`src/rtl/fcs32_bitp_pkg.sv`:
```
// Shared constants, state encoding and the bit-serial CRC-32 helpers for the FCS transmitter.
package fcs32_bitp_pkg;

    localparam logic        LO      = 1'b0;
    localparam logic        HI      = 1'b1;
    localparam logic [31:0] ONES    = 32'hFFFF_FFFF;
    localparam logic [31:0] POLY    = 32'h04C1_1DB7;
    localparam logic [31:0] RESIDUE = 32'hC704_DD7B;

    typedef enum logic [1:0] {
        ST_IDLE = 2'd0,
        ST_DATA = 2'd1,
        ST_FCS  = 2'd2,
        ST_GAP  = 2'd3
    } state_e;

    // One CRC-32 step, MSB-aligned register, fed one wire bit at a time.
    function automatic logic [31:0] fcs32_1(input logic b, input logic [31:0] crc);
        logic fb;
        fb = crc[31] ^ b;
        return {crc[30:0], 1'b0} ^ (fb ? POLY : 32'h0);
    endfunction

    // FCS word as sent on the wire: bit-reversed and inverted CRC register.
    function automatic logic [31:0] fcs32_brev(input logic [31:0] crc);
        logic [31:0] r;
        for (int i = 0; i < 32; i++) begin
            r[i] = ~crc[31-i];
        end
        return r;
    endfunction

endpackage

```
`src/rtl/fcs32_bitp_tx_shift.sv`:
```
// LSB-first shift register with bit counter; serves data bytes, the FCS word and the gap timer.
module fcs32_bitp_tx_shift #(
    parameter int CNT_W = 7
) (
    input  logic             bclk_i,
    input  logic             brst_n_i,
    input  logic             ld_i,
    input  logic [31:0]      ld_dat_i,
    input  logic             clr_i,
    output logic             bit_o,
    output logic             bstb_o,
    output logic [CNT_W-1:0] cnt_o
);

    logic [31:0]      sh_q, sh_d;
    logic [CNT_W-1:0] cnt_q, cnt_d;

    always_comb begin
        sh_d  = {1'b0, sh_q[31:1]};
        cnt_d = cnt_q + CNT_W'(1);
        if (ld_i) begin
            sh_d  = ld_dat_i;
            cnt_d = '0;
        end else if (clr_i) begin
            sh_d  = sh_q;
            cnt_d = '0;
        end
    end

    always_ff @(posedge bclk_i or negedge brst_n_i) begin
        if (!brst_n_i) begin
            sh_q  <= '0;
            cnt_q <= '0;
        end else begin
            sh_q  <= sh_d;
            cnt_q <= cnt_d;
        end
    end

    assign bit_o  = sh_q[0];
    assign bstb_o = (cnt_q[2:0] == 3'd0);
    assign cnt_o  = cnt_q;

endmodule

```
`src/rtl/fcs32_bitp_tx.sv`:
```
// Bit-serial frame transmitter: byte handshake in, LSB-first bits out with CRC-32 FCS and idle gap.
//  state | meaning
//  IDLE  | waiting for a sof byte; rdy_o high
//  DATA  | shifting frame byte bits 0..7, CRC running
//  FCS   | shifting the 32-bit FCS word
//  GAP   | forced idle for GAP_BITS bit times
module fcs32_bitp_tx
    import fcs32_bitp_pkg::*;
#(
    parameter int GAP_BITS = 96
) (
    input  logic       bclk_i,
    input  logic       brst_n_i,
    input  logic [7:0] dat_i,
    input  logic       sof_i,
    input  logic       eof_i,
    input  logic       val_i,
    output logic       rdy_o,
    output logic       bit_o,
    output logic       bval_o,
    output logic       bstb_o,
    output logic       sof_o,
    output logic       eof_o,
    output logic       err_o,
    output logic       busy_o
);

    localparam int CNT_W = $clog2((GAP_BITS > 32) ? GAP_BITS : 32);
    localparam logic [CNT_W-1:0] CNT_7   = CNT_W'(7);
    localparam logic [CNT_W-1:0] CNT_31  = CNT_W'(31);
    localparam logic [CNT_W-1:0] CNT_GAP = CNT_W'(GAP_BITS - 1);

    state_e           state_q, state_d;
    logic [31:0]      crc_q, crc_d;
    logic             eof_cur_q, eof_cur_d;
    logic             first_q, first_d;
    logic             err_q, err_d;
    logic             sh_ld, sh_clr, sh_bit, sh_bstb;
    logic [31:0]      sh_ld_dat;
    logic [CNT_W-1:0] cnt;
    logic             in_data, in_fcs;

    fcs32_bitp_tx_shift #(.CNT_W(CNT_W)) u_shift (
        .bclk_i   (bclk_i),
        .brst_n_i (brst_n_i),
        .ld_i     (sh_ld),
        .ld_dat_i (sh_ld_dat),
        .clr_i    (sh_clr),
        .bit_o    (sh_bit),
        .bstb_o   (sh_bstb),
        .cnt_o    (cnt)
    );

    always_comb begin
        state_d   = state_q;
        crc_d     = crc_q;
        eof_cur_d = eof_cur_q;
        first_d   = first_q;
        err_d     = LO;
        sh_ld     = LO;
        sh_ld_dat = 32'h0;
        sh_clr    = LO;
        rdy_o     = LO;
        unique case (state_q)
            ST_IDLE: begin
                sh_clr = HI;
                rdy_o  = brst_n_i;
                if (val_i) begin
                    if (sof_i) begin
                        sh_ld     = HI;
                        sh_ld_dat = {24'h0, dat_i};
                        crc_d     = ONES;
                        eof_cur_d = eof_i;
                        first_d   = HI;
                        state_d   = ST_DATA;
                    end else begin
                        err_d = HI;
                    end
                end
            end
            ST_DATA: begin
                crc_d = fcs32_1(sh_bit, crc_q);
                if (cnt == CNT_7) begin
                    if (eof_cur_q) begin
                        sh_ld     = HI;
                        sh_ld_dat = fcs32_brev(crc_d);
                        state_d   = ST_FCS;
                    end else begin
                        rdy_o = brst_n_i;
                        if (val_i) begin
                            // mid-frame sof_i is deliberately ignored
                            sh_ld     = HI;
                            sh_ld_dat = {24'h0, dat_i};
                            eof_cur_d = eof_i;
                            first_d   = LO;
                        end else begin
                            err_d   = HI;
                            sh_clr  = HI;
                            state_d = ST_GAP;
                        end
                    end
                end
            end
            ST_FCS: begin
                if (cnt == CNT_31) begin
                    sh_clr  = HI;
                    state_d = ST_GAP;
                end
            end
            ST_GAP: begin
                if (cnt == CNT_GAP) begin
                    sh_clr  = HI;
                    state_d = ST_IDLE;
                end
            end
            default: state_d = ST_IDLE;
        endcase
    end

    always_ff @(posedge bclk_i or negedge brst_n_i) begin
        if (!brst_n_i) begin
            state_q   <= ST_IDLE;
            crc_q     <= ONES;
            eof_cur_q <= LO;
            first_q   <= LO;
            err_q     <= LO;
        end else begin
            state_q   <= state_d;
            crc_q     <= crc_d;
            eof_cur_q <= eof_cur_d;
            first_q   <= first_d;
            err_q     <= err_d;
        end
    end

    // Outputs decode registered state only, so reset clears them immediately.
    assign in_data = (state_q == ST_DATA);
    assign in_fcs  = (state_q == ST_FCS);
    assign bval_o  = in_data | in_fcs;
    assign bit_o   = bval_o & sh_bit;
    assign bstb_o  = bval_o & sh_bstb;
    assign sof_o   = in_data & first_q & (cnt == '0);
    assign eof_o   = in_fcs & (cnt == CNT_31);
    assign err_o   = err_q;
    assign busy_o  = (state_q != ST_IDLE);

endmodule
```
`config.mk`:
```
export PLATFORM = sky130hd
export DESIGN_NAME = fcs32_bitp_tx
export DESIGN_NICKNAME = d
export VERILOG_FILES = /design/src/rtl/fcs32_bitp_pkg.sv /design/src/rtl/fcs32_bitp_tx_shift.sv /design/src/rtl/fcs32_bitp_tx.sv
export SDC_FILE = /design/constraint.sdc
export NUM_CORES = 1
export LEC_CHECK = 0
export ABC_CLOCK_PERIOD_IN_PS = 3700
export BUFFER_PORTS_ARGS = -buffer_cell sky130_fd_sc_hd__buf_2
export CAP_MARGIN = 5
export CELL_PAD_IN_SITES_DETAIL_PLACEMENT = 0
export CELL_PAD_IN_SITES_GLOBAL_PLACEMENT = 1
export CORE_UTILIZATION = 52
export DETAILED_ROUTE_END_ITERATION = 7
export PLACE_DENSITY = 0.9
export SLEW_MARGIN = 20
export SYNTH_ARGS = -nofsm -noshare
export SYNTH_HDL_FRONTEND = slang
export SYNTH_HIERARCHICAL = 1
export SYNTH_SLANG_ARGS = --single-unit
```
`constraint.sdc`:
```
create_clock -name bclk_i -period 3.7 [get_ports bclk_i]
set_input_delay 0.925 -clock bclk_i [delete_from_list [all_inputs] [get_ports bclk_i]]
set_output_delay 0.925 -clock bclk_i [all_outputs]
set_load 0.005 [all_outputs]
```
; Word level (Yosys, flattened, before mapping)
; Index checks and enable logic that the tools add are counted.
[totals]
register_bits = 76
[op_classes]
n_addsub = 1
n_eq_ne = 15
muxes = 52
bitwise_logic = 40
reduce_logical = 9
[op_table]
columns = op, n
row1 = $mux 32, 6
row2 = $pmux 32 s2, 2
row3 = $not 1->1, 32
row4 = $xor 32x27->32, 1
row5 = $mux 27, 1
row6 = $mux 1, 24
row7 = $mux 8, 3
row8 = $mux 2, 7
row9 = $mux 7, 2
row10 = $ne 2x2->1 const B, 6
row11 = $reduce_and 6->1, 2
row12 = $pmux 1 s2, 5
row13 = $pmux 2 s4, 1
row14 = $add 7x1->7 const B, 1
row15 = $eq 7x3->1 const B, 1
row16 = $eq 7x5->1 const B, 1
row17 = $eq 7x7->1 const B, 1
row18 = $logic_not 7->1, 1
row19 = $and 1x1->1, 5
row20 = $eq 2x2->1 const B, 2
row21 = $ne 2x1->1 const B, 2
row22 = $pmux 1 s4, 1
row23 = $reduce_and 4->1, 1
row24 = $reduce_bool 2->1, 2
row25 = 7 further kinds, 7

; Longest topological paths before layout
[depth]
depth_word = 8
ltp_mapped = 11
ltp_nobuf = 9

; By module
; The synthesis kept the hierarchy.
[by_module_without_submodules]
columns = module, instances, cells_each, area_each_um2, seq_area_each_um2
row1 = fcs32_bitp_tx, 1, 193, 1996.9, 965.9
row2 = fcs32_bitp_tx_shift, 1, 173, 1789.2, 975.9

; Worst setup path after synthesis
; No wires, ideal clock.
[synth_path]
path_type = register to output
from = register u_shift.cnt_q[3], in the netlist u_shift/cnt_o[3]
to = output port rdy_o
arrival_time_ps = 1387
required_time_ps = 2775
path_slack_ps = 1388
stages_incl_launch_ff = 5
path_buffers = 1
path_cell_list = dfrtp_1 -> or4_4 -> buf_6 -> nor3_2 -> o21a_1
[synth_between]
elab_chain_cells = 3
[synth_lines]
columns = element, line_no
row1 = "start, declared", fcs32_bitp_tx_shift.sv:16  ; logic [CNT_W-1:0] cnt_q, cnt_d;
row2 = "start signal, assigned", fcs32_bitp_tx_shift.sv:36  ; cnt_q <= cnt_d;
row3 = $eq 7x3->1, fcs32_bitp_tx.sv:83  ; if (cnt == CNT_7) begin
row4 = $mux 1, fcs32_bitp_tx.sv:83
row5 = $pmux 1 s2, fcs32_bitp_tx.sv:64  ; unique case (state_q)
row6 = "end, declared", fcs32_bitp_tx.sv:18  ; output logic rdy_o,
; Every way passes these cells.

; Final worst setup path
; Ends and elaborated chain as after synthesis.

==> impl_metrics.toml <==
[logic_synthesis]
syn_avg_cell_area_um2 = 10.3
postSynth.asyncResetShare_pct = 100
netlist_area_mm2 = 0.00379
synth-seq-cells = 76
synth_ff_type = "dfrtp_1"
synth_cell_types = 46
yosysWarnings = 6
synthCells = 366
ys_seq_area_share_pct = 51.3
synth_top_area_share_pct = 29.1
yosysTopAreaCell = "dfrtp_1"
syn_nets = 385
synth_edf_count = 0
synth_area_leaders = "dfrtp_1 (29%), dfstp_2 (22%), mux2i_1 (8.2%), o22a_1 (7.4%), o21ai_0 (5.0%)"

[global_routing]
grt_antenna_before_repair = 0
grt_usage_pct = 20.8
first_global_vias = 2473
grt_overflow = 0
grt_max_degree = 77
grt_pass1_wl_um = 11900

[sta]
worst_slew_pin_slew_ps = 935
post-route-period-util_pct = 75.1
maxSlewHeadroom_pct = 37.7
finClkSkew_ps = 11.1
fin_crit_ps = 2780
maxSlewViolCount = 0
fin_ws_ps = 922
rsz0062_at_grt = "false"
finalSetupViolCount = 0
tns_ps = 0
hold_viol_final = 0
fmax_mhz = 360
timing.hold.ws_ps = 519

[power]
vdd.ir_drop.worst_v = 0.000463
cellPowerDensity_mw_per_mm2 = 750
p_leak_nw = 1.71

[detailed_routing]
wl_per_cell_um = 14.8
vias = 2641
postRouteWirelength_um = 7090
drt_iter0_drc = 136
drt_first_pass_iters = 5
ant_nets = 0
drc = 0
viasPerCell = 5.50

[clocking]
ctsHoldBuffers = 0
numCtsBuffers = 9
cts_resized = 0
cts_root_buf = "clkbuf_8"
clk_latency_ps = 350
cts_sinks = 76
postCtsSetupRepairBufs = 0
path_clk_slew_ps = 80
clockBufferDepth = 2
cts_tree = "built"
htree_levels = 3

[finish]
finalNetCount = 398
final_common_cell = "nand2_1"
fin_util_pct = 59.6
fill_cells = 626
drive_above_1_share_pct = 23.4
final_cell_mix = "nand2_1 (48), dfrtp_1 (44), o21ai_0 (38)"
synthToLayoutAreaGrowth_pct = 8.79
antennaDiodeCount = 0

[placement]
place.gp.congestion = 0.828
hpwl_um = 4570
portBuffers = 20
dp_slack_ps = 998

[floorplan]
num_io_pins = 21
die-width_um = 87.3
core_mm2 = 0.00691
row_count = 30
die_area_mm2 = 0.00763
start_util_pct = 54.8
die_y_um = 87.3

[critical_path]
critPathBufInv = 1
critPathTopFamily = "simple AND/OR/NAND/NOR gates"
critPathCaptureType = "primary output"
cp.required_ps = 2770
cp.arrival_ps = 1850
cpPeakStageDelay_ps = 620
crit_chain = "or4_4 -> nor3_2 -> o21a_1 -> buf_2"
critPathLaunchType = "flop"
slowest_stage = "or4_4"
crit_type = "reg -> out"
cp_max_fo = 6

[hold_path]
hold_class = "reg -> reg"

[flow_run]
cap_violations = 0

[outcome]
status = "completed"
-- through the flow --
stage                     instances  cell area [µm²]  power, W
after global placement          464             3950   0.00252
after global routing            480             4120   0.00331
after CTS                       480             4120   0.00313
after floorplan                 366             3790   0.00228
after detailed placement        464             3950   0.00256
final                           480             4120   0.00309
-- layer usage --
metal  vias up  wire [µm]  GRT usage (%)
li1       1291          -              -
met1      1271       3420           27.5
met2        66       3250           32.1
met3        13        277           5.69
met4         0        144           9.24
met5         -          0              0
-- worst paths after layout --
kind	startpoint	endpoint	slack (ps)	cells after the start
max reg2reg	u_shift/cnt_o[3]$_DFF_PN0_	u_shift/sh_q[2]$_DFFE_PN0P_	1020	7
min	crc_q[9]$_DFFE_PN1P_	crc_q[9]$_DFFE_PN1P_	520	1
max	u_shift/cnt_o[3]$_DFF_PN0_	rdy_o	920	4
max in group asynchronous	brst_n_i	u_shift/sh_q[4]$_DFFE_PN0P_	2270	2
min in group asynchronous	brst_n_i	u_shift/cnt_o[2]$_DFF_PN0_	820	2
min reg2reg	crc_q[9]$_DFFE_PN1P_	crc_q[9]$_DFFE_PN1P_	520	1
-- flip-flops by register name (all words and copies together) (netlist names) --
name and count:
crc_q 32, eof_cur_q 1, first_q 1, u_shift/cnt_o 7, u_shift/sh_q 32, state_q 2
err_o 1
-- Yosys cell counts, drive strengths merged (2+ instances only) --
| cell type | count |
|---|---|
| nand2 | 49 |
| o21ai | 45 |
| dfrtp | 44 |
| dfstp | 32 |
| nor2 | 32 |
| o22a | 32 |
| mux2i | 31 |
| xor2 | 15 |
| clkbuf | 14 |
| buf | 12 |
| inv | 9 |
| ha | 6 |
| nand3 | 6 |
| nor3 | 4 |
| a21oi | 3 |
| and2 | 3 |
| nand2b | 3 |
| a211oi | 2 |
| or2 | 2 |
| or3 | 2 |
| or4 | 2 |
| xnor2 | 2 |
-- worst reg2reg max path: cells and delay by family (launching register included) --
family,cells,cell delay (ps)
flip-flops,1,440
AO/OA/AOI/OAI,2,200
buffers and inverters,1,420
multiplexers,1,270
AND/OR/NAND/NOR,3,1220
-- cells by family (layout without fill, tap and decap cells) --
family	after synthesis	after routing	synth area share, %
AO/OA/AOI/OAI	90	90	16.6
adder cells (fa/ha/maj)	6	6	1.98
multiplexers	32	32	8.49
AND/OR/NAND/NOR	110	110	13.5
XOR/XNOR	17	17	3.93
buffers and inverters	35	53	4.30
flip-flops	76	76	51.3
-- where the power goes --
part | total (W) | switching (W) | internal [W] | leakage [nW]
Sequential | 0.00134 | 0.000182 | 0.00116 | 0.940
Clock | 0.000558 | 0.000279 | 0.000279 | 0.0905
Combinational | 0.00119 | 0.000675 | 0.000516 | 0.683
Total | 0.00309 | 0.00114 | 0.00196 | 1.71
-- area by class of cell --
cell class,instances,area (µm²),share of cell area [%]
sequential,76,1940,47.1
timing repair buffer,28,163,3.95
clock buffer,14,163,3.95
tap,96,120,2.92
clock inverter,2,10.0,0.243
multi-input combinational,255,1690,41.0
inverter,9,33.8,0.820
Note: power is estimated with default switching activity, not from simulation.
